`config.mk`:
```
export PLATFORM = sky130hd
export DESIGN_NAME = sipo_framer_flat
export DESIGN_NICKNAME = d
export VERILOG_FILES = /design/src/rtl/sipo_framer_if.sv /design/src/rtl/sipo_framer.sv /design/src/flat_wrapper.sv
export SDC_FILE = /design/constraint.sdc
export NUM_CORES = 1
export LEC_CHECK = 0
export ABC_CLOCK_PERIOD_IN_PS = 2150
export BUFFER_PORTS_ARGS = -buffer_cell sky130_fd_sc_hd__buf_2
export CELL_PAD_IN_SITES_DETAIL_PLACEMENT = 2
export CELL_PAD_IN_SITES_GLOBAL_PLACEMENT = 2
export CORE_MARGIN = 2
export CORE_UTILIZATION = 32
export DETAILED_ROUTE_END_ITERATION = 6
export PLACE_DENSITY_LB_ADDON = 0.1
export SKIP_LAST_GASP = 1
export SLEW_MARGIN = 20
export SYNTH_ARGS = -nofsm -noshare
export SYNTH_HDL_FRONTEND = slang
export SYNTH_SLANG_ARGS = --single-unit
```
`constraint.sdc`:
```
create_clock -name clk -period 2.15 [get_ports clk]
set_clock_uncertainty 0.1 [all_clocks]
set_input_delay 0.3225 -clock clk [delete_from_list [all_inputs] [get_ports clk]]
set_output_delay 0.3225 -clock clk [all_outputs]
set_load 0.02 [all_outputs]
```
`src/rtl/sipo_framer_if.sv`:
```
// ---------------------------------------------------------------------------
// sipo_framer_if
// Bundles the serial input side and the parallel output side of sipo_framer.
//
// Signals:
//   in         serial data bit                       (source -> framer)
//   in_valid   in/sof are sampled this cycle         (source -> framer)
//   sof        start of frame, qualified by in_valid (source -> framer)
//   msb_first  bit order for the next word started   (source -> framer)
//   out_ready  downstream accepts out this cycle     (sink   -> framer)
//   clr_ovr    clears the sticky overrun flag        (sink   -> framer)
//   out        assembled word in the holding register
//   out_valid  out holds an unconsumed word
//   bit_cnt    bits collected so far in the current word
//   overrun    sticky: a completed word was dropped
//   frag_err   one-cycle pulse: sof cut a partial word short
//
// Handshake: a word transfers on every rising edge where out_valid and
// out_ready are both 1. out_valid never depends on out_ready, and out is
// held stable while out_valid=1 and the word has not transferred.
// The serial side has no ready: every cycle with in_valid=1 delivers a bit.
//
// Modports: master = the side driving serial bits and out_ready,
//           slave  = the framer itself.
// ---------------------------------------------------------------------------
interface sipo_framer_if #(
    parameter int WIDTH = 8,
    parameter int CNT_W = $clog2(WIDTH)
);
    logic             in;
    logic             in_valid;
    logic             sof;
    logic             msb_first;
    logic             out_ready;
    logic             clr_ovr;
    logic [WIDTH-1:0] out;
    logic             out_valid;
    logic [CNT_W-1:0] bit_cnt;
    logic             overrun;
    logic             frag_err;

    modport master (
        output in, in_valid, sof, msb_first, out_ready, clr_ovr,
        input  out, out_valid, bit_cnt, overrun, frag_err
    );

    modport slave (
        input  in, in_valid, sof, msb_first, out_ready, clr_ovr,
        output out, out_valid, bit_cnt, overrun, frag_err
    );
endinterface

```
`src/rtl/sipo_framer.sv`:
```
// ---------------------------------------------------------------------------
// sipo_framer
// Serial-in/parallel-out word assembler. Collects WIDTH bits qualified by
// in_valid into a word (MSB-first or LSB-first, chosen per word), then
// presents it on a valid/ready holding register. sof resynchronises the
// word boundary; a completed word that finds the holding register full is
// dropped and raises the sticky overrun flag.
//
// Ports:
//   clk   rising-edge clock
//   rst   synchronous, active-high reset
//   bus   sipo_framer_if.slave (serial input, parallel output, status)
//
// All outputs come straight from registers.
// ---------------------------------------------------------------------------
module sipo_framer #(
    parameter int WIDTH = 8
) (
    input  logic          clk,
    input  logic          rst,
    sipo_framer_if.slave  bus
);
    localparam int               CNT_W    = $clog2(WIDTH);
    localparam logic [CNT_W-1:0] LAST_BIT = CNT_W'(WIDTH - 1);

    logic [WIDTH-1:0] sr_q,        sr_d;
    logic [WIDTH-1:0] out_q,       out_d;
    logic             out_valid_q, out_valid_d;
    logic [CNT_W-1:0] cnt_q,       cnt_d;
    logic             order_q,     order_d;
    logic             overrun_q,   overrun_d;
    logic             frag_q,      frag_d;

    logic             starts_word;
    logic             order_eff;
    logic             complete;
    logic             consume;
    logic             load;
    logic [WIDTH-1:0] sr_base;

    always_comb begin
        sr_d        = sr_q;
        out_d       = out_q;
        out_valid_d = out_valid_q;
        cnt_d       = cnt_q;
        order_d     = order_q;
        overrun_d   = overrun_q;
        frag_d      = 1'b0;

        // A bit opens a word either at the natural boundary or when sof
        // forces one; only then is msb_first sampled.
        starts_word = bus.in_valid && (bus.sof || (cnt_q == '0));
        order_eff   = starts_word ? bus.msb_first : order_q;

        // On sof the partial word is thrown away so the new word is built
        // from a clean register rather than from leftover bits.
        sr_base     = (bus.in_valid && bus.sof) ? '0 : sr_q;

        // sof always restarts at bit 0, so it can never complete a word
        // (WIDTH >= 2).
        complete    = bus.in_valid && !bus.sof && (cnt_q == LAST_BIT);
        consume     = out_valid_q && bus.out_ready;
        load        = complete && (!out_valid_q || consume);

        if (bus.in_valid) begin
            order_d = order_eff;
            if (order_eff) begin
                sr_d = {sr_base[WIDTH-2:0], bus.in};
            end else begin
                sr_d = {bus.in, sr_base[WIDTH-1:1]};
            end

            if (bus.sof) begin
                cnt_d  = CNT_W'(1);
                frag_d = (cnt_q != '0);
            end else if (cnt_q == LAST_BIT) begin
                cnt_d = '0;
            end else begin
                cnt_d = cnt_q + CNT_W'(1);
            end
        end

        // The completing bit is not in sr_q yet, so load from sr_d.
        if (load) begin
            out_d       = sr_d;
            out_valid_d = 1'b1;
        end else if (consume) begin
            out_valid_d = 1'b0;
        end

        // Set has priority over clear when both land on the same edge.
        if (complete && !load) begin
            overrun_d = 1'b1;
        end else if (bus.clr_ovr) begin
            overrun_d = 1'b0;
        end
    end

    always_ff @(posedge clk) begin
        if (rst) begin
            sr_q        <= '0;
            out_q       <= '0;
            out_valid_q <= 1'b0;
            cnt_q       <= '0;
            order_q     <= 1'b1;
            overrun_q   <= 1'b0;
            frag_q      <= 1'b0;
        end else begin
            sr_q        <= sr_d;
            out_q       <= out_d;
            out_valid_q <= out_valid_d;
            cnt_q       <= cnt_d;
            order_q     <= order_d;
            overrun_q   <= overrun_d;
            frag_q      <= frag_d;
        end
    end

    assign bus.out       = out_q;
    assign bus.out_valid = out_valid_q;
    assign bus.bit_cnt   = cnt_q;
    assign bus.overrun   = overrun_q;
    assign bus.frag_err  = frag_q;

endmodule

```
`src/flat_wrapper.sv`:
```
// flat-port wrapper written by rule: the top's interface ports become plain ports
module sipo_framer_flat 
#(
    parameter int WIDTH = 8
)
  (clk, rst, bus_in, bus_in_valid, bus_sof, bus_msb_first, bus_out_ready, bus_clr_ovr, bus_out, bus_out_valid, bus_bit_cnt, bus_overrun, bus_frag_err);
  sipo_framer_if #(.WIDTH(WIDTH)) bus_i ();
  input  logic clk;
  input  logic rst;
  input wire logic [$bits(bus_i.in)-1:0] bus_in;
  input wire logic [$bits(bus_i.in_valid)-1:0] bus_in_valid;
  input wire logic [$bits(bus_i.sof)-1:0] bus_sof;
  input wire logic [$bits(bus_i.msb_first)-1:0] bus_msb_first;
  input wire logic [$bits(bus_i.out_ready)-1:0] bus_out_ready;
  input wire logic [$bits(bus_i.clr_ovr)-1:0] bus_clr_ovr;
  output wire logic [$bits(bus_i.out)-1:0] bus_out;
  output wire logic [$bits(bus_i.out_valid)-1:0] bus_out_valid;
  output wire logic [$bits(bus_i.bit_cnt)-1:0] bus_bit_cnt;
  output wire logic [$bits(bus_i.overrun)-1:0] bus_overrun;
  output wire logic [$bits(bus_i.frag_err)-1:0] bus_frag_err;
  assign bus_i.in = bus_in;
  assign bus_i.in_valid = bus_in_valid;
  assign bus_i.sof = bus_sof;
  assign bus_i.msb_first = bus_msb_first;
  assign bus_i.out_ready = bus_out_ready;
  assign bus_i.clr_ovr = bus_clr_ovr;
  assign bus_out = bus_i.out;
  assign bus_out_valid = bus_i.out_valid;
  assign bus_bit_cnt = bus_i.bit_cnt;
  assign bus_overrun = bus_i.overrun;
  assign bus_frag_err = bus_i.frag_err;
  sipo_framer #(.WIDTH(WIDTH)) u_core (.clk(clk), .rst(rst), .bus(bus_i));
endmodule
```
Yosys cells after proc, flatten, opt, wreduce, memory -nomap -nowiden
Cells that the tools add are included.
{ "classes": {"n_mux": 10, "n_bitwise": 2, "n_reduce_logical": 17, "n_eq_ne": 1, "addsub": 1} }
{ "op_table": {"columns": ["cell", "count"], "rows": [
  ["two-way mux 8 bit", 3],
  ["logical AND 1 bit", 7],
  ["two-way mux 3 bit", 2],
  ["two-way mux 1 bit", 5],
  ["nonzero test 2 bit", 2],
  ["adder 3 x 1 -> 3 bit, second input constant", 1],
  ["== test 3 bit, second input constant", 1],
  ["logical NOT 1 bit", 3],
  ["logical NOT 3 bit", 1],
  ["nonzero test 3 bit", 1],
  ["OR reduction 3 bit", 1],
  ["logical OR 1 bit", 2],
  ["NOT 1 bit", 2]
]} }
{ "word_totals": {"regBits": 23, "output_inout_bits": 14} }

Depth between registers and ports, before layout
{ "depth": {"depth_word": 7, "mapped_depth": 7, "ltp_nobuf": 6} }

Least setup slack after synthesis
Ideal clock, no wire load.
{ "synth_timing": {"path_kind": "reg2reg", "startpoint": "reg u_core.cnt_q[0], in the netlist u_core.bus.bit_cnt[0]", "endpoint": "reg u_core.out_q[7], in the netlist u_core.bus.out[7]", "path_stages_with_launch": 8, "arrival_ns": 1.760, "synth_period_minus_slack_ns": 1.963, "slack_ns": 0.187, "path_buffers": 1, "path_cell_list": "dfxtp_1 inv_1 ha_1 nor2b_1 o211ai_1 buf_2 nand2_4 a2111oi_2"} }
{ "synth_between": {"elab_chain_len": 6, "word_cells_on_any_way": 9, "classes_between": "eq/ne: 1; mux: 3; reduce/logical: 5"} }
{ "synth_rtl": {"columns": ["element", "line", "text"], "rows": [
  ["start: declaration", "sipo_framer.sv:29", "logic [CNT_W-1:0] cnt_q, cnt_d;"],
  ["start signal: assignment", "sipo_framer.sv:112", "cnt_q <= cnt_d;"],
  ["logical NOT 3 bit", "sipo_framer.sv:52", "starts_word = bus.in_valid && (bus.sof || (cnt_q == '0));"],
  ["logical OR 1 bit", "sipo_framer.sv:52", null],
  ["logical AND 1 bit", "sipo_framer.sv:52", null],
  ["two-way mux 1 bit", "sipo_framer.sv:53", "order_eff = starts_word ? bus.msb_first : order_q;"],
  ["two-way mux 8 bit", "sipo_framer.sv:67", "if (order_eff) begin"],
  ["two-way mux 8 bit", "sipo_framer.sv:65", "if (bus.in_valid) begin"],
  ["end signal: assignment", "sipo_framer.sv:110", "out_q <= out_d;"],
  ["end: declaration", "sipo_framer.sv:27", "logic [WIDTH-1:0] out_q, out_d;"]
]} }
Parallel ways exist; a longest one is shown, timed or not.
A chain may end at the register's enable or synchronous reset.

Final worst setup path
{ "layout_timing": {"startpoint": "reg u_core.cnt_q[0], in the netlist u_core.bus.bit_cnt[0]", "endpoint": "reg u_core.out_q[0], in the netlist u_core.bus.out[0]"} }
Same word-level chain as after synthesis.

==> run_results.csv <==
group,metric,value,unit
setup_path,timing.critical_path.buf_inv,1,
route,drt_pre_antenna_iters,4,
placement,place_congestion,0.7818,
timing,timing_hold_violations_final,0,
cts,worst_setup_hold_path_clk_slew,0.09,ns
setup_path,cell_family_with_the_largest_share_of_critical_path_delay,"compound AO/OA/AOI/OAI gates",
logic_synthesis,synthesis.instances,133,
cells_and_area,area.growth.synth_to_final,16.17,%
status,run_status,"completed",
global_routing,grt.overflow.total,0,
power,seqPwrFrac,0.528,
logic_synthesis,syn_area_per_cell,8.843,um^2
route,detailroute.via_count,1087,
cells_and_area,layout.cells.most_common,"dfxtp_1",
cts,cts_hold_buffers_added,0,
timing,setup-violations-final,0,
route,antenna_left,0,
setup_path,path_class,"reg2reg",
power,power_leakage,0.5329,nW
logic_synthesis,ys.warnings.count,0,
logic_synthesis,synthesis.area,1176,um^2
timing,grt_setup_unrepaired,"false",
placement,preCtsSetupSlack,0.2472,ns
setup_path,worst-path-max-fanout,11,
floorplanning,die_x_extent,64.63,um
cells_and_area,final_cell_area,1366,um^2
cts,clk_root_buffer_cell,"clkbuf_8",
power,switchingPower,229.6,uW
timing,maxClockFrequency,522.1,MHz
timing,setup_total_negative_slack,0,ns
floorplanning,rows,22,
setup_path,crit_chain,"inv_1, ha_1, nor2b_1, o211a_1, nor2_1, a2111oi_1",
setup_path,end_kind,"flip-flop",
route,total_wire_length_after_detailed_routing,3456,um
timing,fin_worst_hold_slack,0.2664,ns
route,drt-initial-drc-count,36,
cts,number_of_clock_buffers_inserted_by_tritoncts,3,
cts,ctsLongestPathBuffers,2,
global_routing,antenna_found_initial,0,
logic_synthesis,ys_async_sr_fraction,0,
cells_and_area,antenna_cells_inserted,0,
timing,worst_pin_slew,0.4933,ns
cts,cts_setup_buffers,0,
flow_run,cap_viol_max_count,0,
cells_and_area,final-instance-count-excl-fill,201,
power,cell_internal_pwr,602.4,uW
timing,setup_slack,0.2346,ns
cts,post_cts_resized,0,
setup_path,required,2.20,ns
cells_and_area,layout.cells.most_common_list,"dfxtp_1 (23), buf_2 (21), nor2_1 (18)",
global_routing,grt_first_pass_wirelength,5809,um
cts,clkSinkCount,23,
route,drc,0,
placement,io_buffers,21,
power,power.share.clock,0.337,
power,pwr_density_cell,608.9,nW/um^2
floorplanning,floorplan.core_area,3606,um^2
placement,place_inst,197,
global_routing,global_route.usage.total,0.1804,
floorplanning,floorplan.die_area,4176,um^2
placement,dp.final_hpwl,2538,um
floorplanning,die-height,64.63,um
power,p_comb_frac,0.136,
cts,h-tree-depth,1,
floorplanning,initial_utilization,0.3262,
timing,period_share,0.8909,
logic_synthesis,synth.yosys.seq_area_share,0.3915,
timing,slew-limit-headroom,0.6712,
power,p_sw_frac,0.2759,
cells_and_area,final_nets,165,
cts,clock_latency,0.26,ns
setup_path,worst_ep_arrival_time,1.97,ns
setup_path,critical_path.slowest_cell,"o211a_1",
logic_synthesis,dominantRegCellSynth,"dfxtp_1",
global_routing,first_global_vias,1141,
setup_path,worst_setup_path_start_kind,"flip-flop",
logic_synthesis,synth_edf_count,0,
power,p_total,832.0,uW
logic_synthesis,distinct_cells_synth,39,
global_routing,grt_start_max_net_pins,24,
floorplanning,pin_count,22,
route,route.detailed.wl_per_inst,17.19,um
timing,maxSlewViolCount,0,
placement,placed_cell_area,1321,um^2
setup_path,max_stage_delay,0.37,ns
cells_and_area,core_util_final,0.3789,
timing,layout_min_cycle_time,1.915,ns
power,vdd.ir_drop.worst,0.2070,mV
cts,cts_tree,"built",
cells_and_area,layout_cells_sized_above_1,0.2418,
logic_synthesis,syn-num-nets,144,
logic_synthesis,postSynthRegisterBits,23,
worst_hold_path,hold_class,"in2reg",
route,via_per_inst,5.408,
[logic make-up (layout without fill, tap and decap cells)]
family | Yosys count | count (layout) | share of synthesized area
AOI/OAI and AO/OA | 36 | 36 | 0.2490
adders and majority gates | 3 | 3 | 0.03192
buffers and inverters | 13 | 33 | 0.05851
DFF | 23 | 23 | 0.3915
and+or+nand+nor | 58 | 58 | 0.2691
[cell usage after synthesis, types with 2 or more instances]
| master | number | area [um^2] |
|---|---|---|
| dfxtp_1 | 23 | 460.4 |
| nor2_1 | 18 | 67.56 |
| nand2_1 | 8 | 30.03 |
| nand2b_1 | 7 | 43.79 |
| a31oi_1 | 5 | 31.28 |
| o211ai_1 | 5 | 37.54 |
| a2111oi_2 | 4 | 60.06 |
| buf_2 | 4 | 20.02 |
| nand4_1 | 4 | 25.02 |
| nor2b_1 | 4 | 25.02 |
| o21ai_1 | 4 | 20.02 |
| a21o_1 | 3 | 22.52 |
| a311oi_1 | 3 | 26.28 |
| ha_1 | 3 | 37.54 |
| inv_1 | 3 | 11.26 |
| nand3_1 | 3 | 15.01 |
| or3_1 | 3 | 18.77 |
| a2111oi_1 | 2 | 20.02 |
| a21oi_1 | 2 | 10.01 |
| a2bb2oi_1 | 2 | 17.52 |
| and4_1 | 2 | 17.52 |
| buf_4 | 2 | 15.01 |
| clkbuf_1 | 2 | 7.510 |
| nor4_1 | 2 | 12.51 |
[flip-flops by register name (all words and copies together), names as in the netlist]
signal / flops
u_core.bus.frag_err: 1
u_core.order_q: 1
u_core.bus.out: 8
u_core.bus.bit_cnt: 3
u_core.bus.out_valid: 1
u_core.bus.overrun: 1
u_core.sr_q: 8
[worst register-to-register path, stage by stage, from the launching register on]
cell	delay (ns)
dfxtp_1	0.35
inv_1	0.07
ha_1	0.16
nor2b_1	0.23
o211a_1	0.37
nor2_1	0.17
a2111oi_1	0.35
[power groups by stage]
stage	Sequential [mW]	Clock, mW	Combinational [mW]
6_report	0.439	0.280	0.113
5_1_grt	0.441	0.308	0.124
4_1_cts	0.439	0.295	0.114
3_5_place_dp	0.449	0	0.114
3_3_place_gp	0.448	0	0.110
2_1_floorplan	0.451	0	0.0779
[metal layers]
| layer | wire length [um] | part of all wire | GRT usage | up-vias |
|---|---|---|---|---|
| met3 | 86 | 0.025 | 0.02083 | 4 |
| met5 | 0 | 0 | 0 | - |
| met1 | 1643 | 0.48 | 0.2387 | 533 |
| met4 | 51 | 0.015 | 0.07181 | 0 |
| li1 | - | - | - | 534 |
| met2 | 1675 | 0.48 | 0.2995 | 16 |
[layout make-up]
type,instances,area (um^2)
well taps,48,60.06
inverters,3,11.26
multi-input cells,97,646.9
clock buffers,4,45.04
repair buffers,26,142.6
flip-flops and latches,23,460.4
fillers,425,2240
[worst paths after layout]
path	slack, ns	end	start	cells past startpoint
setup / recovery	0.23	u_core.bus.out[0]	u_core.bus.bit_cnt[0]	6
hold / removal	0.27	u_core.bus.overrun	bus_clr_ovr	4
setup reg to reg	0.23	u_core.bus.out[0]	u_core.bus.bit_cnt[0]	6
hold reg to reg	0.41	u_core.bus.out[1]	u_core.bus.out[1]	2
No activity file was read; power rests on OpenSTA's default activity.
